### src/rtl/pool_sched.sv
// Raster-order tile sequencer feeding the 2x2 max-pool datapath, with in-flight output metering.
// Optional RUN stall counter output perf_stall is enabled by defining POOL_SCHED_PERF_EN.
module pool_sched #(
  parameter int DW           = 8,
  parameter int DN           = 6,
  parameter int AW           = 12,
  parameter int MAX_INFLIGHT = 2
) (
  input  logic             clk,
  input  logic             rst,
  input  logic             start,
  input  logic [5:0]       cfg_width,
  input  logic [5:0]       cfg_height,
  input  logic             cfg_pool_en,
  input  logic [AW-1:0]    cfg_base,
  output logic             rd_en,
  output logic [AW-1:0]    rd_addr,
  input  logic [DN*DW-1:0] rd_data,
  output logic [DN*DW-1:0] pool_data,
  output logic             pool_valid,
  output logic [5:0]       pool_width,
  output logic             pool_en,
  input  logic             pool_out_valid,
  input  logic             pool_out_ready,
  output logic             busy,
  output logic             done,
  output logic             err
`ifdef POOL_SCHED_PERF_EN
  ,
  output logic [15:0]      perf_stall
`endif
);

  typedef enum logic [2:0] {
    S_IDLE,
    S_CHECK,
    S_RUN,
    S_DRAIN,
    S_FIN
  } state_t;

  state_t        state;
  logic [5:0]    w_q;
  logic [5:0]    h_q;
  logic          pool_q;
  logic [AW-1:0] base_q;
  logic [AW-1:0] addr;
  logic [5:0]    col;
  logic [5:0]    row;
  logic [3:0]    inflight;

  logic       dec;
  logic [3:0] infl_dn;
  logic       prod;
  logic       issue;
  logic       last;
  logic       legal;

  // Retire before issue so a same-cycle accept frees a slot.
  assign dec     = pool_out_valid & pool_out_ready;
  assign infl_dn = (dec && inflight != 4'd0) ? inflight - 4'd1 : inflight;
  assign prod    = pool_q ? (row[0] & col[0]) : 1'b1;
  assign issue   = (state == S_RUN) && (32'(infl_dn) < MAX_INFLIGHT);
  assign last    = (row == h_q - 6'd1) && (col == w_q - 6'd1);
  assign legal   = (w_q != 6'd0) && (h_q != 6'd0) &&
                   !(pool_q && (w_q[0] | h_q[0]));

  // SRAM data arrives the cycle after the read strobe.
  assign pool_data = pool_valid ? rd_data : '0;

  always_ff @(posedge clk) begin
    if (rst) begin
      state      <= S_IDLE;
      w_q        <= '0;
      h_q        <= '0;
      pool_q     <= 1'b0;
      base_q     <= '0;
      addr       <= '0;
      col        <= '0;
      row        <= '0;
      inflight   <= '0;
      rd_en      <= 1'b0;
      rd_addr    <= '0;
      pool_valid <= 1'b0;
      pool_width <= '0;
      pool_en    <= 1'b0;
      busy       <= 1'b0;
      done       <= 1'b0;
      err        <= 1'b0;
`ifdef POOL_SCHED_PERF_EN
      perf_stall <= '0;
`endif
    end else begin
      rd_en      <= 1'b0;
      done       <= 1'b0;
      err        <= 1'b0;
      pool_valid <= rd_en;
      inflight   <= infl_dn + {3'b000, issue & prod};
      unique case (state)
        S_IDLE: begin
          busy <= 1'b0;
          if (start) begin
            w_q    <= cfg_width;
            h_q    <= cfg_height;
            pool_q <= cfg_pool_en;
            base_q <= cfg_base;
            col    <= '0;
            row    <= '0;
            busy   <= 1'b1;
            state  <= S_CHECK;
`ifdef POOL_SCHED_PERF_EN
            perf_stall <= '0;
`endif
          end
        end
        S_CHECK: begin
          if (legal) begin
            addr       <= base_q;
            pool_width <= w_q;
            pool_en    <= pool_q;
            state      <= S_RUN;
          end else begin
            err   <= 1'b1;
            busy  <= 1'b0;
            state <= S_IDLE;
          end
        end
        S_RUN: begin
          if (issue) begin
            rd_en   <= 1'b1;
            rd_addr <= addr;
            addr    <= addr + 1'b1;
            if (last) begin
              state <= S_DRAIN;
            end else if (col == w_q - 6'd1) begin
              col <= '0;
              row <= row + 6'd1;
            end else begin
              col <= col + 6'd1;
            end
          end
`ifdef POOL_SCHED_PERF_EN
          else if (perf_stall != 16'hFFFF) begin
            perf_stall <= perf_stall + 16'd1;
          end
`endif
        end
        S_DRAIN: begin
          if (!pool_valid && infl_dn == 4'd0) begin
            state <= S_FIN;
          end
        end
        S_FIN: begin
          done  <= 1'b1;
          busy  <= 1'b0;
          state <= S_IDLE;
        end
        default: state <= S_IDLE;
      endcase
    end
  end

endmodule

### config.mk
export PLATFORM = sky130hd
export DESIGN_NAME = pool_sched
export DESIGN_NICKNAME = d
export VERILOG_FILES = /design/src/rtl/pool_sched.sv
export SDC_FILE = /design/constraint.sdc
export NUM_CORES = 1
export LEC_CHECK = 0
export ABC_AREA = 1
export BUFFER_PORTS_ARGS = -buffer_cell sky130_fd_sc_hd__buf_2
export CAP_MARGIN = 20
export CORE_ASPECT_RATIO = 0.6
export CORE_MARGIN = 2
export CORE_UTILIZATION = 57
export CTS_BUF_LIST = sky130_fd_sc_hd__clkbuf_4 sky130_fd_sc_hd__clkbuf_8
export DETAILED_ROUTE_END_ITERATION = 10
export PLACE_DENSITY = 0.95
export RECOVER_POWER = 100
export SLEW_MARGIN = 5
export SYNTH_ARGS = -nofsm -noshare
export SYNTH_HDL_FRONTEND = slang
export SYNTH_SLANG_ARGS = --single-unit
export TNS_END_PERCENT = 20
### constraint.sdc
create_clock -name clk -period 3.7 [get_ports clk]
set_input_delay 0 -clock clk [delete_from_list [all_inputs] [get_ports clk]]
set_output_delay 0 -clock clk [all_outputs]
set_load 0.02 [all_outputs]
==> results of run 1 <==
## synthesized netlist by cell type (all sizes together) (3+ instances only)
cell	count	area, um^2
a21oi	69	345.3
a31oi	5	31.28
buf	11	56.30
clkbuf	17	63.81
dfxtp	80	1602
ha	10	125.1
inv	114	432.9
nand2	181	699.4
nand3	61	340.3
nand3b	4	30.03
nand4	14	87.58
nor2	47	227.7
nor3	6	30.03
o21ai	49	256.5
or2	3	18.77
xnor2	8	70.07
xor2	8	70.07
## layer usage
metal | share of wire, % | track usage [%]
met1 | 42 | 40.54
met2 | 46 | 50.96
met3 | 9.1 | 8.828
met4 | 3.1 | 10.85
met5 | 0 | 0
## cell type report
type | count | area (um^2) | area share [%]
flip-flops and latches | 80 | 1602 | 28.21
clock inverters | 6 | 115.1 | 2.027
multi-input cells | 468 | 2326 | 40.97
inverters | 115 | 437.9 | 7.713
repair buffers | 179 | 924.6 | 16.28
clock buffers | 10 | 137.6 | 2.424
well taps | 108 | 135.1 | 2.380
## flip-flops by register name (all words and copies together) (netlist names), 3 cells and up
signal	flops
h_q	6
rd_addr	12
row	6
inflight	4
pool_width	6
base_q	12
state	3
addr	12
w_q	6
col	6
## worst max-delay path: stages (launching register included)
cell	delay, ns
sky130_fd_sc_hd__dfxtp_1	0.37
sky130_fd_sc_hd__nor2_4	0.29
sky130_fd_sc_hd__inv_4	0.07
sky130_fd_sc_hd__nor2_2	0.80
sky130_fd_sc_hd__nand2_1	0.52
sky130_fd_sc_hd__nor2_1	0.24
sky130_fd_sc_hd__ha_1	0.21
sky130_fd_sc_hd__ha_1	0.24
sky130_fd_sc_hd__inv_1	0.06
sky130_fd_sc_hd__nor2_1	0.03
## path summary, 6_finish.rpt
| check | end | slack, ns | cells past startpoint | from |
|---|---|---|---|---|
| worst min-delay path | base_q[0]$_SDFFE_PP0P_ | 0.03 | 3 | start |
| worst max-delay path | inflight[1]$_SDFF_PP0_ | 0.69 | 9 | state[2]$_SDFFE_PP0P_ |
| worst min register to register | pool_valid$_SDFF_PP0_ | 0.42 | 2 | rd_en$_SDFF_PP0_ |
| worst max register to register | inflight[1]$_SDFF_PP0_ | 0.69 | 9 | state[2]$_SDFFE_PP0P_ |
## placed cells by master (no fill, tap or decap), drive strengths merged
| cell | instances |
|---|---|
| o21ai | 49 |
| ha | 10 |
| nand3 | 61 |
| clkinvlp | 1 |
| clkbuf | 87 |
| a21oi | 69 |
| nand2 | 181 |
| dfxtp | 80 |
| a31oi | 5 |
| nor2 | 47 |
| o21bai | 1 |
| buf | 77 |
| xnor2 | 8 |
| or2 | 3 |
| nand4 | 14 |
| nand3b | 4 |
| inv | 115 |
| clkinv | 2 |
| nor3 | 6 |
| xor2 | 8 |
| dlygate4sd3 | 25 |
| a21o | 1 |
| and3 | 1 |
| bufinv | 3 |
## kinds of logic after synthesis
kind of cell / count (synthesis) / synth area share, %
flip-flops: 80 / 35.46
AO/OA/AOI/OAI: 125 / 14.43
AND/OR/NAND/NOR: 317 / 31.88
adder cells (fa/ha/maj): 10 / 2.770
buffers and inverters: 143 / 12.35
XOR/XNOR: 16 / 3.103
## through the flow
stage,worst slack [ns],utilization [%],power (W),instance area (um^2)
2_1_floorplan,1.610,-,0.002773,4517
3_3_place_gp,1.194,68.14,0.003151,5308
3_5_place_dp,1.094,68.14,0.003217,5308
4_1_cts,0.9928,74.60,0.004067,5811
5_1_grt,0.4293,72.90,0.004381,5678
6_report,0.6942,72.90,0.004114,5678
## power groups by stage
stage / registers, W / logic, W / clock network [W]
4_1_cts: 0.00128 / 0.00198 / 0.000808
3_5_place_dp: 0.00130 / 0.00192 / 0
3_3_place_gp: 0.00129 / 0.00186 / 0
2_1_floorplan: 0.00131 / 0.00146 / 0
6_report: 0.00130 / 0.00201 / 0.000803
5_1_grt: 0.00132 / 0.00221 / 0.000848
==> report_table.html, run 1 <==
<table>
<tr><th>Metric</th><th>Value</th></tr>
<tr><th colspan="2">Clocking</th></tr>
<tr><td>Hold Buf Count CTS</td><td>25</td></tr>
<tr><td>Worst-case clock buffer depth</td><td>2</td></tr>
<tr><td>Sink Count</td><td>80</td></tr>
<tr><td>H-tree depth</td><td>3</td></tr>
<tr><td>Clock network latency to the later pin of the worst-skew pair</td><td>0.37 ns</td></tr>
<tr><td>CTS Root Buffer Type</td><td>sky130_fd_sc_hd__clkbuf_8</td></tr>
<tr><td>TritonCTS clock tree</td><td>yes</td></tr>
<tr><td>Clock-pin slew on the worst setup and hold paths</td><td>0.09 ns</td></tr>
<tr><td># resized after CTS</td><td>0</td></tr>
<tr><td>Post-CTS setup buffer count</td><td>0</td></tr>
<tr><td>CTS buffer count</td><td>9</td></tr>
<tr><th colspan="2">STA</th></tr>
<tr><td>Worst Tran Pin Value</td><td>1.753 ns</td></tr>
<tr><td>Shortest clock period the worst path allows after layout</td><td>3.006 ns</td></tr>
<tr><td>Tightest hold margin</td><td>0.03399 ns</td></tr>
<tr><td>Worst slew margin</td><td>-16.86%</td></tr>
<tr><td>Unrepaired setup endpoints after global routing</td><td>false</td></tr>
<tr><td>Post-route setup TNS</td><td>0 ns</td></tr>
<tr><td>Final period util</td><td>81.24%</td></tr>
<tr><td>Max-slew violation count</td><td>88</td></tr>
<tr><td>Maximum clock frequency</td><td>332.7 MHz</td></tr>
<tr><td>Total setup violations reported at the end of the flow</td><td>0</td></tr>
<tr><td>Worst-case clock skew</td><td>0.01211 ns</td></tr>
<tr><td>Final hold viol count</td><td>0</td></tr>
<tr><th colspan="2">Cells and area</th></tr>
<tr><td>Fraction of final layout cells with drive strength greater than 1</td><td>13.52%</td></tr>
<tr><td>Total number of nets in the final design</td><td>941</td></tr>
<tr><td>Area Overhead vs Synth</td><td>25.71%</td></tr>
<tr><td>Fillers</td><td>617</td></tr>
<tr><td>Finished Layout Cells</td><td>966</td></tr>
<tr><td>Diodes inserted</td><td>0</td></tr>
<tr><th colspan="2">Die</th></tr>
<tr><td>IO Pins</td><td>150</td></tr>
<tr><td>Area inside the core boundary</td><td>0.007789 mm^2</td></tr>
<tr><td>Die X</td><td>118.9 um</td></tr>
<tr><td>Starting Density</td><td>57.99%</td></tr>
<tr><td>Die height</td><td>72.96 um</td></tr>
<tr><td>Standard-cell rows</td><td>25</td></tr>
<tr><td>Die ar.</td><td>0.008676 mm^2</td></tr>
<tr><th colspan="2">Pwr</th></tr>
<tr><td>Switch share</td><td>47.57%</td></tr>
<tr><td>Max IR drop VDD</td><td>0.0005617 V</td></tr>
<tr><td>Net switching power</td><td>0.001957 W</td></tr>
<tr><td>Share of total power in sequential cells</td><td>31.6%</td></tr>
<tr><td>Reported leakage power</td><td>2.823 nW</td></tr>
<tr><td>Cell area power density</td><td>724.5 mW/mm^2</td></tr>
<tr><td>Internal cell power</td><td>0.002157 W</td></tr>
<tr><td>Fraction of power consumed by the clock network</td><td>19.5%</td></tr>
<tr><td>Part of the power in combinational logic</td><td>48.9%</td></tr>
<tr><th colspan="2">Drt</th></tr>
<tr><td>WL/cell</td><td>14.41 um</td></tr>
<tr><td>Number of routed nets with antenna violations</td><td>0</td></tr>
<tr><td>Final wirelength</td><td>13,920 um</td></tr>
<tr><td>Initial DRC Count</td><td>526</td></tr>
<tr><td>Number of vias per cell</td><td>5.375</td></tr>
<tr><td>Number of remaining DRC errors</td><td>0</td></tr>
<tr><td>Via count of the routed design</td><td>5,192</td></tr>
<tr><td>First-pass DRT Iterations</td><td>7</td></tr>
<tr><th colspan="2">Synth</th></tr>
<tr><td>Sequential fraction of the synthesis area</td><td>35.46%</td></tr>
<tr><td>Flip-flop cell with the highest count after synthesis</td><td>sky130_fd_sc_hd__dfxtp_1</td></tr>
<tr><td>Post-synthesis cell count</td><td>691</td></tr>
<tr><td>Cell Area, Synth</td><td>0.004517 mm^2</td></tr>
<tr><td>Warnings from Yosys</td><td>0</td></tr>
<tr><td>Synth Net Count</td><td>779</td></tr>
<tr><td>Number of library cell types mapped by synthesis</td><td>34</td></tr>
<tr><td>Number of synthesized register bits</td><td>80</td></tr>
<tr><td>Avg Inst Size Synth</td><td>6.537 um^2</td></tr>
<tr><td>Proportion of synthesized flip-flops having asynchronous set or reset</td><td>0%</td></tr>
<tr><td>Number of flops mapped to enable cells by yosys</td><td>0</td></tr>
<tr><th colspan="2">Job</th></tr>
<tr><td>Number of max-capacitance violations reported</td><td>2</td></tr>
<tr><th colspan="2">Critical path</th></tr>
<tr><td>Category of the worst setup path launch point</td><td>register</td></tr>
<tr><td>Required time of the worst setup path</td><td>3.89 ns</td></tr>
<tr><td>Signal arrival time at the worst endpoint</td><td>3.20 ns</td></tr>
<tr><td>Worst setup EP type</td><td>register</td></tr>
<tr><td>Critical Setup Path Class</td><td>reg2reg</td></tr>
<tr><td>Maximum fanout along the worst path</td><td>27</td></tr>
<tr><th colspan="2">Min path</th></tr>
<tr><td>Type of the most critical hold path</td><td>in2reg</td></tr>
<tr><th colspan="2">Global routing</th></tr>
<tr><td>Pin count of the biggest net entering global routing</td><td>50</td></tr>
<tr><td>Wire length of the first global-routing pass</td><td>21,650 um</td></tr>
<tr><td>Vias in the first global route</td><td>4,604</td></tr>
<tr><td>Total overflow reported by the global router</td><td>0</td></tr>
<tr><td>Total track usage</td><td>31.31%</td></tr>
<tr><td>Initial antenna violation count</td><td>0</td></tr>
<tr><th colspan="2">Placed design</th></tr>
<tr><td>PortBufs</td><td>149</td></tr>
<tr><td>Placer's final routability congestion estimate</td><td>0.9087</td></tr>
<tr><td>Cell count after placement</td><td>924</td></tr>
<tr><td>Final HPWL from detailed placement</td><td>8827 um</td></tr>
<tr><th colspan="2">Run status</th></tr>
<tr><td>Result of the run</td><td>complete, but fails checks</td></tr>
<tr><td>Violated checks</td><td>max-capacitance violations, max-slew violations</td></tr>
</table>
No activity file was read; power rests on OpenSTA's default activity.
==> run 2: changes to the inputs <==
--- a/config.mk
+++ b/config.mk
@@ -5,15 +5,15 @@
 export SDC_FILE = /design/constraint.sdc
 export NUM_CORES = 1
 export LEC_CHECK = 0
-export ABC_AREA = 1
+export ABC_AREA = 0
 export BUFFER_PORTS_ARGS = -buffer_cell sky130_fd_sc_hd__buf_2
 export CAP_MARGIN = 20
 export CORE_ASPECT_RATIO = 0.6
 export CORE_MARGIN = 2
-export CORE_UTILIZATION = 57
+export CORE_UTILIZATION = 47
 export CTS_BUF_LIST = sky130_fd_sc_hd__clkbuf_4 sky130_fd_sc_hd__clkbuf_8
 export DETAILED_ROUTE_END_ITERATION = 10
-export PLACE_DENSITY = 0.95
+export PLACE_DENSITY = 0.88
 export RECOVER_POWER = 100
 export SLEW_MARGIN = 5
 export SYNTH_ARGS = -nofsm -noshare
==> constraint.sdc (replaced) <==
create_clock -name clk -period 2.6 [get_ports clk]
set_input_delay 0 -clock clk [delete_from_list [all_inputs] [get_ports clk]]
set_output_delay 0 -clock clk [all_outputs]
set_load 0.02 [all_outputs]
==> run 2 against run 1 <==
  * Largest cell class unchanged
  * Critical path type unchanged
  * Sequential power about the same
  * Maximum frequency up 20%
  * Routed wire length down 18%
  * Die area up 11%
  * The flow now finishes without violations
  * Setup slack worse by 0.59 ns
  * Total power down 36%
==> report_table.html, run 2 <==
<table>
<tr><th>Metric</th><th>Value</th></tr>
<tr><th colspan="2">Die</th></tr>
<tr><td>Die ar.</td><td>0.009600 mm^2 (+11%)</td></tr>
<tr><td>Die height</td><td>76.70 um (+5.1%)</td></tr>
<tr><td>Die X</td><td>125.2 um (+5.3%)</td></tr>
<tr><td>IO Pins</td><td>150 (unchanged)</td></tr>
<tr><td>Standard-cell rows</td><td>26 (+4.0%)</td></tr>
<tr><td>Area inside the core boundary</td><td>0.008523 mm^2 (+9.4%)</td></tr>
<tr><td>Starting Density</td><td>48.58% (-9.4 points)</td></tr>
<tr><th colspan="2">Clocking</th></tr>
<tr><td>H-tree depth</td><td>3 (unchanged)</td></tr>
<tr><td>CTS Root Buffer Type</td><td>sky130_fd_sc_hd__clkbuf_8</td></tr>
<tr><td>Clock network latency to the later pin of the worst-skew pair</td><td>0.38 ns (about the same)</td></tr>
<tr><td>Sink Count</td><td>80 (unchanged)</td></tr>
<tr><td>TritonCTS clock tree</td><td>yes</td></tr>
<tr><td>Worst-case clock buffer depth</td><td>2 (unchanged)</td></tr>
<tr><td>Clock-pin slew on the worst setup and hold paths</td><td>0.09 ns (about the same)</td></tr>
<tr><td>CTS buffer count</td><td>9 (unchanged)</td></tr>
<tr><th colspan="2">Global routing</th></tr>
<tr><td>Pin count of the biggest net entering global routing</td><td>50 (unchanged)</td></tr>
<tr><td>Vias in the first global route</td><td>4,089 (-11%)</td></tr>
<tr><td>Total track usage</td><td>23.89% (-7.4 points)</td></tr>
<tr><td>Initial antenna violation count</td><td>0 (unchanged)</td></tr>
<tr><td>Total overflow reported by the global router</td><td>0 (unchanged)</td></tr>
<tr><td>Wire length of the first global-routing pass</td><td>18,930 um (-13%)</td></tr>
<tr><th colspan="2">Drt</th></tr>
<tr><td>Number of vias per cell</td><td>5.234 (-2.6%)</td></tr>
<tr><td>First-pass DRT Iterations</td><td>5 (-2)</td></tr>
<tr><td>Via count of the routed design</td><td>4,271 (-18%)</td></tr>
<tr><td>WL/cell</td><td>14.07 um (-2.3%)</td></tr>
<tr><td>Number of routed nets with antenna violations</td><td>0 (unchanged)</td></tr>
<tr><td>Number of remaining DRC errors</td><td>0 (unchanged)</td></tr>
<tr><td>Final wirelength</td><td>11,480 um (-18%)</td></tr>
<tr><td>Initial DRC Count</td><td>291 (-45%)</td></tr>
<tr><th colspan="2">Synth</th></tr>
<tr><td>Number of library cell types mapped by synthesis</td><td>57 (+68%)</td></tr>
<tr><td>Commonest cells in the synthesized netlist</td><td>sky130_fd_sc_hd__nand2_1 (112), sky130_fd_sc_hd__dfxtp_1 (80), sky130_fd_sc_hd__a21oi_1 (61)</td></tr>
<tr><td>Most frequently used cell type in the post-synthesis netlist</td><td>sky130_fd_sc_hd__nand2_1</td></tr>
<tr><td>Flip-flop cell with the highest count after synthesis</td><td>sky130_fd_sc_hd__dfxtp_1</td></tr>
<tr><td>Number of synthesized register bits</td><td>80 (unchanged)</td></tr>
<tr><td>Avg Inst Size Synth</td><td>7.768 um^2 (+19%)</td></tr>
<tr><td>Mux share of post-synthesis cell area</td><td>2.539% (+2.5 points)</td></tr>
<tr><td>Synth Net Count</td><td>621 (-20%)</td></tr>
<tr><td>Synth Area in Compound Gates</td><td>15.56% (+1.1 points)</td></tr>
<tr><td>Cell Area, Synth</td><td>0.004140 mm^2 (-8.3%)</td></tr>
<tr><td>Warnings from Yosys</td><td>0 (unchanged)</td></tr>
<tr><td>Largest family of logic cells by synthesized area</td><td>simple AND/OR/NAND/NOR gates</td></tr>
<tr><td>Post-synthesis simple-gate area fraction</td><td>31.79% (-0.092 points)</td></tr>
<tr><td>Synth Area in Adders</td><td>3.022% (+0.25 points)</td></tr>
<tr><td>Area share of the largest cell type after synthesis</td><td>38.68% (+3.2 points)</td></tr>
<tr><td>Post-synthesis cell count</td><td>533 (-23%)</td></tr>
<tr><td>Xor and xnor fraction of the mapped netlist area</td><td>4.231% (+1.1 points)</td></tr>
<tr><td>Cell type with the highest aggregate area in the netlist</td><td>sky130_fd_sc_hd__dfxtp_1</td></tr>
<tr><td>Proportion of synthesized flip-flops having asynchronous set or reset</td><td>0% (unchanged)</td></tr>
<tr><td>Number of flops mapped to enable cells by yosys</td><td>0 (unchanged)</td></tr>
<tr><td>Sequential fraction of the synthesis area</td><td>38.68% (+3.2 points)</td></tr>
<tr><td>Top post-synthesis cells by area</td><td>sky130_fd_sc_hd__dfxtp_1 (39%), sky130_fd_sc_hd__nand2_1 (10%), sky130_fd_sc_hd__and2_1 (7.4%)</td></tr>
<tr><th colspan="2">Pwr</th></tr>
<tr><td>Max IR drop VDD</td><td>0.0002674 V (-52%)</td></tr>
<tr><td>Reported leakage power</td><td>2.206 nW (-22%)</td></tr>
<tr><td>Cell area power density</td><td>490.9 mW/mm^2 (-32%)</td></tr>
<tr><th colspan="2">Critical path</th></tr>
<tr><td>Critical Setup Path Class</td><td>reg2reg</td></tr>
<tr><td>Minimum setup slack among reg-to-reg paths</td><td>0.10 ns (-0.59 ns)</td></tr>
<tr><td>Category of the worst setup path launch point</td><td>register</td></tr>
<tr><td>Required time of the worst setup path</td><td>2.89 ns (-1.00 ns)</td></tr>
<tr><td>Worst setup EP type</td><td>register</td></tr>
<tr><td>Signal arrival time at the worst endpoint</td><td>2.79 ns (-0.41 ns)</td></tr>
<tr><td>R2R depth</td><td>9 (unchanged)</td></tr>
<tr><td>Reg2Reg Capture Point</td><td>col[3]$_SDFFE_PP0P_</td></tr>
<tr><td>Reg-to-reg critical path startpoint</td><td>inflight[1]$_SDFF_PP0_</td></tr>
<tr><td>Maximum fanout along the worst path</td><td>6 (-78%)</td></tr>
<tr><th colspan="2">Run status</th></tr>
<tr><td>Result of the run</td><td>finished, final reports clean</td></tr>
<tr><th colspan="2">Job</th></tr>
<tr><td>Number of max-capacitance violations reported</td><td>0 (-2)</td></tr>
<tr><th colspan="2">Cells and area</th></tr>
<tr><td>Fillers</td><td>757 (+23%)</td></tr>
<tr><td>Top flop regs</td><td>addr (12), base_q (12), rd_addr (12)</td></tr>
<tr><td>Multi-input combinational cell area</td><td>0.002375 mm^2 (+2.1%)</td></tr>
<tr><td>Most frequent cells in the layout</td><td>sky130_fd_sc_hd__nand2_1 (112), sky130_fd_sc_hd__buf_2 (106), sky130_fd_sc_hd__dfxtp_1 (78)</td></tr>
<tr><td>Register area</td><td>0.001604 mm^2 (+0.16%)</td></tr>
<tr><td>Fraction of final layout cells with drive strength greater than 1</td><td>20.74% (+7.2 points)</td></tr>
<tr><td>Total number of nets in the final design</td><td>787 (-16%)</td></tr>
<tr><td>Area Overhead vs Synth</td><td>29.59%</td></tr>
<tr><td>Most common cell after layout, fill and taps aside</td><td>sky130_fd_sc_hd__nand2_1</td></tr>
<tr><td>Diodes inserted</td><td>0 (unchanged)</td></tr>
<tr><th colspan="2">STA</th></tr>
<tr><td>Max-slew violation count</td><td>0 (-100%)</td></tr>
<tr><td>Final period util</td><td>96.01% (+15 points)</td></tr>
<tr><td>Final hold viol count</td><td>0 (unchanged)</td></tr>
<tr><td>Tightest hold margin</td><td>0.02646 ns (-0.007528 ns)</td></tr>
<tr><td>Total setup violations reported at the end of the flow</td><td>0 (unchanged)</td></tr>
<tr><td>Maximum clock frequency</td><td>400.6 MHz (+20%)</td></tr>
<tr><td>Unrepaired setup endpoints after global routing</td><td>false</td></tr>
<tr><td>Smallest setup slack after layout</td><td>0.1037 ns (-0.5905 ns)</td></tr>
<tr><td>Worst slew margin</td><td>8.806% (+26 points)</td></tr>
<tr><td>Worst Tran Pin Value</td><td>1.368 ns (-0.3850 ns)</td></tr>
<tr><td>Post-route setup TNS</td><td>0 ns (unchanged)</td></tr>
<tr><td>Worst-case clock skew</td><td>0.01065 ns (-0.001457 ns)</td></tr>
<tr><td>Shortest clock period the worst path allows after layout</td><td>2.496 ns (-0.5095 ns)</td></tr>
<tr><th colspan="2">Placed design</th></tr>
<tr><td>Placer's final routability congestion estimate</td><td>0.8679 (-4.5%)</td></tr>
<tr><td>Pre-CTS setup slack</td><td>0.1014 ns (-0.9925 ns)</td></tr>
<tr><td>Final HPWL from detailed placement</td><td>8451 um (-4.3%)</td></tr>
<tr><td>PortBufs</td><td>149 (unchanged)</td></tr>
<tr><th colspan="2">Min path</th></tr>
<tr><td>Endpoint with the worst hold slack</td><td>pool_en$_SDFFE_PP0P_</td></tr>
<tr><td>Hold path cells</td><td>2 (-1)</td></tr>
<tr><td>Type of the most critical hold path</td><td>in2reg</td></tr>
<tr><td>Startpoint of the lowest-slack hold path</td><td>rst</td></tr>
</table>
==> run 2: changes by cell type after synthesis, moves of 6 or more <==
cell	delta
sky130_fd_sc_hd__inv_1	-95
sky130_fd_sc_hd__clkbuf_1	+10
sky130_fd_sc_hd__mux2i_1	+9
sky130_fd_sc_hd__nor3_1	+6
sky130_fd_sc_hd__and2_1	+49
sky130_fd_sc_hd__a21oi_1	-8
sky130_fd_sc_hd__nand2_1	-63
sky130_fd_sc_hd__nand3_1	-40
sky130_fd_sc_hd__nand4_1	-11
sky130_fd_sc_hd__nor2_1	-11
sky130_fd_sc_hd__o21ai_0	-33
==> run 2: timing repair <==
action	CTS	global route
hold buffers	25	0
resized for setup	0	5
hold endpoints to repair	25	0
endpoints found under the setup margin	0	10
setup buffers	0	1
==> run 2: cell type report <==
class | instances | share of cell area (%)
Tap cell | 112 | 2.612
Timing Repair Buffer | 186 | 18.91
Inverter | 14 | 0.9795
Clock buffer | 9 | 2.309
Sequential cell | 80 | 29.90
Multi-Input combinational cell | 408 | 44.26
Clock inverter | 7 | 1.026
==> run 2: worst max path at each step <==
stage                           startpoint                endpoint  slack [ns]  cells after the start
floorplan           inflight[0]$_SDFF_PP0_  inflight[1]$_SDFF_PP0_        0.08                     11
global route        inflight[0]$_SDFF_PP0_  inflight[3]$_SDFF_PP0_        0.02                     11
detailed placement  inflight[0]$_SDFF_PP0_     col[2]$_SDFFE_PP0P_        0.10                      9
CTS                 inflight[0]$_SDFF_PP0_     col[2]$_SDFFE_PP0P_        0.07                      9
finish              inflight[1]$_SDFF_PP0_     col[3]$_SDFFE_PP0P_        0.10                      9
global placement    inflight[0]$_SDFF_PP0_     col[2]$_SDFFE_PP0P_        0.24                      9
==> run 2: stage by stage <==
step                      cell area [um^2]  utilization, %  cells  power, W
after global routing                  5365           62.95    816  0.002769
after floorplan                       4140               -    533  0.001630
final                                 5365           62.95    816  0.002634
after global placement                4994           58.59    774  0.001764
after CTS                             5423           63.62    815  0.002650
after detailed placement              4994           58.59    774  0.001784
==> run 2: layer usage <==
metal / global-route usage, % / share of wire, % / up-vias
met5: 0 / 0 / -
met2: 39.08 / 47 / 114
li1: - / - / 2158
met1: 30.47 / 45 / 1976
met3: 7.118 / 5.7 / 23
met4: 7.667 / 1.6 / 0
==> run 2: cell families (layout without fill, tap and decap cells) <==
logic type / after synthesis / after routing
AOI/OAI and AO/OA: 105 / 105
xor gates and xnor gates: 20 / 20
adders and majority gates: 10 / 10
buffers and inverters: 45 / 216
DFF: 80 / 80
muxes: 10 / 10
and+or+nand+nor: 263 / 263
==> run 2: power breakdown <==
group          switching (W)  internal, W  total (W)
logic               0.000267     0.000204   0.000471
registers          0.0000490      0.00127    0.00132
clock network       0.000488     0.000356   0.000843
==> run 2: worst max-delay path: stages (launching register included) <==
cell                       delay (ns)
sky130_fd_sc_hd__dfxtp_1         0.37
sky130_fd_sc_hd__inv_1           0.09
sky130_fd_sc_hd__ha_1            0.23
sky130_fd_sc_hd__nor2b_1         0.17
sky130_fd_sc_hd__a21oi_2         0.19
sky130_fd_sc_hd__mux2_4          0.24
sky130_fd_sc_hd__nand3_4         0.09
sky130_fd_sc_hd__or3b_4          0.42
sky130_fd_sc_hd__or4_1           0.50
sky130_fd_sc_hd__o211ai_1        0.12
==> run 3: changes to the inputs <==
--- a/config.mk
+++ b/config.mk
@@ -6,13 +6,14 @@
 export NUM_CORES = 1
 export LEC_CHECK = 0
 export ABC_AREA = 0
-export BUFFER_PORTS_ARGS = -buffer_cell sky130_fd_sc_hd__buf_2
 export CAP_MARGIN = 20
 export CORE_ASPECT_RATIO = 0.6
 export CORE_MARGIN = 2
-export CORE_UTILIZATION = 47
+export CORE_UTILIZATION = 60
 export CTS_BUF_LIST = sky130_fd_sc_hd__clkbuf_4 sky130_fd_sc_hd__clkbuf_8
 export DETAILED_ROUTE_END_ITERATION = 10
+export DONT_BUFFER_PORTS = 1
+export GPL_ROUTABILITY_DRIVEN = 0
 export PLACE_DENSITY = 0.88
 export RECOVER_POWER = 100
 export SLEW_MARGIN = 5
==> run 3 against run 2 <==
  * Cell count is 21% lower
  * Routed wire length is 8.1% lower
  * Register-to-register slack hardly changed
  * Maximum frequency is 0.17% lower
  * Via count is 12% lower
  * Critical path depth is 2 higher
  * Critical path type unchanged
  * Sequential power hardly changed
  * Total power is 0.40% higher
  * Non-clock buffer count is 149 lower
  * Hold slack better by 0.018 ns
  * Die area is 21% lower
==> report_table.html, run 3 (synthesis gave the netlist of run 2 again) <==
<table>
<tr><th>Metric</th><th>Value</th></tr>
<tr><th colspan="2">Cells and area</th></tr>
<tr><td>Utilization after layout</td><td>70.20% (+7.3 points)</td></tr>
<tr><td>Finished Layout Cells</td><td>642 (-21%)</td></tr>
<tr><td>Most common cell after layout, fill and taps aside</td><td>sky130_fd_sc_hd__nand2_1</td></tr>
<tr><td>Fraction of final layout cells with drive strength greater than 1</td><td>7.027% (-14 points)</td></tr>
<tr><td>Fillers</td><td>531 (-30%)</td></tr>
<tr><td>Area Overhead vs Synth</td><td>13.21%</td></tr>
<tr><td>Most frequent cells in the layout</td><td>sky130_fd_sc_hd__nand2_1 (111), sky130_fd_sc_hd__dfxtp_1 (78), sky130_fd_sc_hd__a21oi_1 (61)</td></tr>
<tr><td>Total number of nets in the final design</td><td>638 (-19%)</td></tr>
<tr><td>Top flop regs</td><td>addr (12), base_q (12), rd_addr (12)</td></tr>
<tr><td>Diodes inserted</td><td>0 (unchanged)</td></tr>
<tr><th colspan="2">Global routing</th></tr>
<tr><td>Total overflow reported by the global router</td><td>0 (unchanged)</td></tr>
<tr><td>Pin count of the biggest net entering global routing</td><td>84 (+68%)</td></tr>
<tr><td>Vias in the first global route</td><td>3,366 (-18%)</td></tr>
<tr><td>Initial antenna violation count</td><td>0 (unchanged)</td></tr>
<tr><td>Wire length of the first global-routing pass</td><td>16,280 um (-14%)</td></tr>
<tr><td>Total track usage</td><td>27.27% (+3.4 points)</td></tr>
<tr><th colspan="2">Critical path</th></tr>
<tr><td>Signal arrival time at the worst endpoint</td><td>2.75 ns (-0.04 ns)</td></tr>
<tr><td>Category of the worst setup path launch point</td><td>register</td></tr>
<tr><td>Worst setup EP type</td><td>register</td></tr>
<tr><td>Launch point of the worst path</td><td>inflight[0]$_SDFF_PP0_</td></tr>
<tr><td>Critical Setup Path Class</td><td>reg2reg</td></tr>
<tr><td>Maximum fanout along the worst path</td><td>7 (+1)</td></tr>
<tr><td>Required time of the worst setup path</td><td>2.85 ns (-0.04 ns)</td></tr>
<tr><td>Reg-to-reg critical path startpoint</td><td>inflight[0]$_SDFF_PP0_</td></tr>
<tr><th colspan="2">Die</th></tr>
<tr><td>Die height</td><td>68.35 um (-11%)</td></tr>
<tr><td>Die ar.</td><td>0.007603 mm^2 (-21%)</td></tr>
<tr><td>Die X</td><td>111.2 um (-11%)</td></tr>
<tr><td>Area inside the core boundary</td><td>0.006676 mm^2 (-22%)</td></tr>
<tr><td>Starting Density</td><td>62.01% (+13 points)</td></tr>
<tr><td>Standard-cell rows</td><td>23 (-12%)</td></tr>
<tr><td>IO Pins</td><td>150 (unchanged)</td></tr>
<tr><th colspan="2">Clocking</th></tr>
<tr><td>CTS buffer count</td><td>9 (unchanged)</td></tr>
<tr><td>TritonCTS clock tree</td><td>yes</td></tr>
<tr><td>CTS Root Buffer Type</td><td>sky130_fd_sc_hd__clkbuf_8</td></tr>
<tr><td>Clock-pin slew on the worst setup and hold paths</td><td>0.08 ns (about the same)</td></tr>
<tr><td>Sink Count</td><td>80 (unchanged)</td></tr>
<tr><td>Clock network latency to the later pin of the worst-skew pair</td><td>0.37 ns (about the same)</td></tr>
<tr><td>Worst-case clock buffer depth</td><td>2 (unchanged)</td></tr>
<tr><td>H-tree depth</td><td>3 (unchanged)</td></tr>
<tr><th colspan="2">Drt</th></tr>
<tr><td>Via count of the routed design</td><td>3,757 (-12%)</td></tr>
<tr><td>First-pass DRT Iterations</td><td>4 (-1)</td></tr>
<tr><td>Number of routed nets with antenna violations</td><td>0 (unchanged)</td></tr>
<tr><td>Number of remaining DRC errors</td><td>0 (unchanged)</td></tr>
<tr><td>Initial DRC Count</td><td>261 (-10%)</td></tr>
<tr><td>Final wirelength</td><td>10,560 um (-8.1%)</td></tr>
<tr><td>Number of vias per cell</td><td>5.852 (+12%)</td></tr>
<tr><td>WL/cell</td><td>16.44 um (+17%)</td></tr>
<tr><th colspan="2">STA</th></tr>
<tr><td>Worst Tran Pin Value</td><td>1.441 ns (+0.07305 ns)</td></tr>
<tr><td>Final hold viol count</td><td>0 (unchanged)</td></tr>
<tr><td>Total setup violations reported at the end of the flow</td><td>0 (unchanged)</td></tr>
<tr><td>Shortest clock period the worst path allows after layout</td><td>2.501 ns (+0.004337 ns)</td></tr>
<tr><td>Worst slew margin</td><td>3.936% (-4.9 points)</td></tr>
<tr><td>Max-slew violation count</td><td>0 (unchanged)</td></tr>
<tr><td>Maximum clock frequency</td><td>399.9 MHz (-0.17%)</td></tr>
<tr><td>Worst-case clock skew</td><td>0.01074 ns (+0.00008920 ns)</td></tr>
<tr><td>Final period util</td><td>96.18% (+0.17 points)</td></tr>
<tr><th colspan="2">Pwr</th></tr>
<tr><td>Switch share</td><td>28.23% (-2.3 points)</td></tr>
<tr><td>Share of total power in sequential cells</td><td>50.2% (about the same)</td></tr>
<tr><td>Reported leakage power</td><td>1.690 nW (-23%)</td></tr>
<tr><td>Part of the power in combinational logic</td><td>15.4% (-2.5 points)</td></tr>
<tr><td>Internal cell power</td><td>0.001898 W (+3.7%)</td></tr>
<tr><td>Max IR drop VDD</td><td>0.0004051 V (+52%)</td></tr>
<tr><td>Net switching power</td><td>0.0007464 W (-7.2%)</td></tr>
<tr><td>Cell area power density</td><td>564.2 mW/mm^2 (+15%)</td></tr>
<tr><td>Fraction of power consumed by the clock network</td><td>34.4% (+2.4 points)</td></tr>
<tr><th colspan="2">Placed design</th></tr>
<tr><td>PortBufs</td><td>0 (-100%)</td></tr>
<tr><td>Final HPWL from detailed placement</td><td>7505 um (-11%)</td></tr>
<tr><td>Cell count after placement</td><td>598 (-23%)</td></tr>
<tr><th colspan="2">Min path</th></tr>
<tr><td>Startpoint of the lowest-slack hold path</td><td>pool_out_ready</td></tr>
<tr><td>Type of the most critical hold path</td><td>in2reg</td></tr>
<tr><th colspan="2">Run status</th></tr>
<tr><td>Result of the run</td><td>finished, final reports clean</td></tr>
<tr><th colspan="2">Job</th></tr>
<tr><td>Number of max-capacitance violations reported</td><td>0 (unchanged)</td></tr>
</table>
==> run 3: cell types whose count changed in the layout (fill, tap and decap cells not counted), moves of 2 or more <==
cell | before | now
sky130_fd_sc_hd__clkbuf_1 | 47 | 5
sky130_fd_sc_hd__buf_4 | 7 | 4
sky130_fd_sc_hd__clkbuf_4 | 0 | 2
sky130_fd_sc_hd__and2_1 | 20 | 2
sky130_fd_sc_hd__and2_0 | 29 | 47
sky130_fd_sc_hd__buf_2 | 106 | 0
sky130_fd_sc_hd__clkinv_4 | 2 | 0
sky130_fd_sc_hd__dlygate4sd3_1 | 25 | 27
==> run 3: power by group through the flow <==
stage	logic [W]	registers [W]	clock network [W]
after floorplan	0.000296	0.00133	0
after CTS	0.000401	0.00132	0.000928
final	0.000407	0.00133	0.000910
after detailed placement	0.000343	0.00135	0
after global routing	0.000455	0.00133	0.000979
after global placement	0.000327	0.00135	0
==> run 3: timing repair <==
| action | 4_1_cts | 5_1_grt |
|---|---|---|
| resized for setup | 0 | 4 |
| buffers inserted | 0 | 0 |
| endpoints found under the hold margin | 79 | 0 |
| hold buffers | 28 | 0 |
| endpoints found under the setup margin | 0 | 8 |
==> run 3: metal layers <==
layer | wire length (um) | vias up | track usage [%]
li1 | - | 1854 | -
met1 | 4986 | 1765 | 37.36
met2 | 4857 | 126 | 43.06
met3 | 600 | 12 | 7.086
met4 | 110 | 0 | 8.025
met5 | 0 | - | 0
==> run 3: stage by stage <==
stage | TNS [ns] | instance area (um^2) | setup slack, ns | hold slack, ns | power [W]
5_1_grt | -0.07150 | 4687 | -0.07150 | 0.09228 | 0.002765
3_3_place_gp | 0 | 4202 | 0.2524 | 0.07691 | 0.001677
2_1_floorplan | 0 | 4140 | 0.07650 | 0.1360 | 0.001630
3_5_place_dp | 0 | 4202 | 0.1290 | 0.08010 | 0.001697
4_1_cts | 0 | 4695 | 0.09798 | 0.02033 | 0.002653
6_report | 0 | 4687 | 0.09938 | 0.04496 | 0.002644
==> run 3: worst max-delay path, cell delays in order, from the launching register on <==
cell,delay (ns)
sky130_fd_sc_hd__dfxtp_2,0.35
sky130_fd_sc_hd__inv_1,0.08
sky130_fd_sc_hd__ha_1,0.24
sky130_fd_sc_hd__nor2b_2,0.18
sky130_fd_sc_hd__a21oi_2,0.19
sky130_fd_sc_hd__mux2_4,0.24
sky130_fd_sc_hd__nand3_2,0.18
sky130_fd_sc_hd__a21oi_1,0.20
sky130_fd_sc_hd__ha_1,0.19
sky130_fd_sc_hd__nor3b_1,0.30
sky130_fd_sc_hd__xor2_1,0.20
sky130_fd_sc_hd__nor2_1,0.05
==> run 3: worst paths after layout <==
check | depth (start not counted) | endpoint | slack (ns)
hold reg to reg | 2 | base_q[1]$_SDFFE_PP0P_ | 0.46
hold / removal | 4 | inflight[2]$_SDFF_PP0_ | 0.04
setup / recovery | 11 | inflight[3]$_SDFF_PP0_ | 0.1
setup reg to reg | 11 | inflight[3]$_SDFF_PP0_ | 0.1
==> run 3: final cells by class <==
class | instances | area [um^2] | area share [%]
multi-input cells | 408 | 2380 | 50.77
flip-flops and latches | 80 | 1604 | 34.22
repair buffers | 37 | 346.6 | 7.395
clock buffers | 11 | 138.9 | 2.963
well taps | 87 | 108.9 | 2.322
clock inverters | 5 | 56.30 | 1.201
inverters | 14 | 52.55 | 1.121
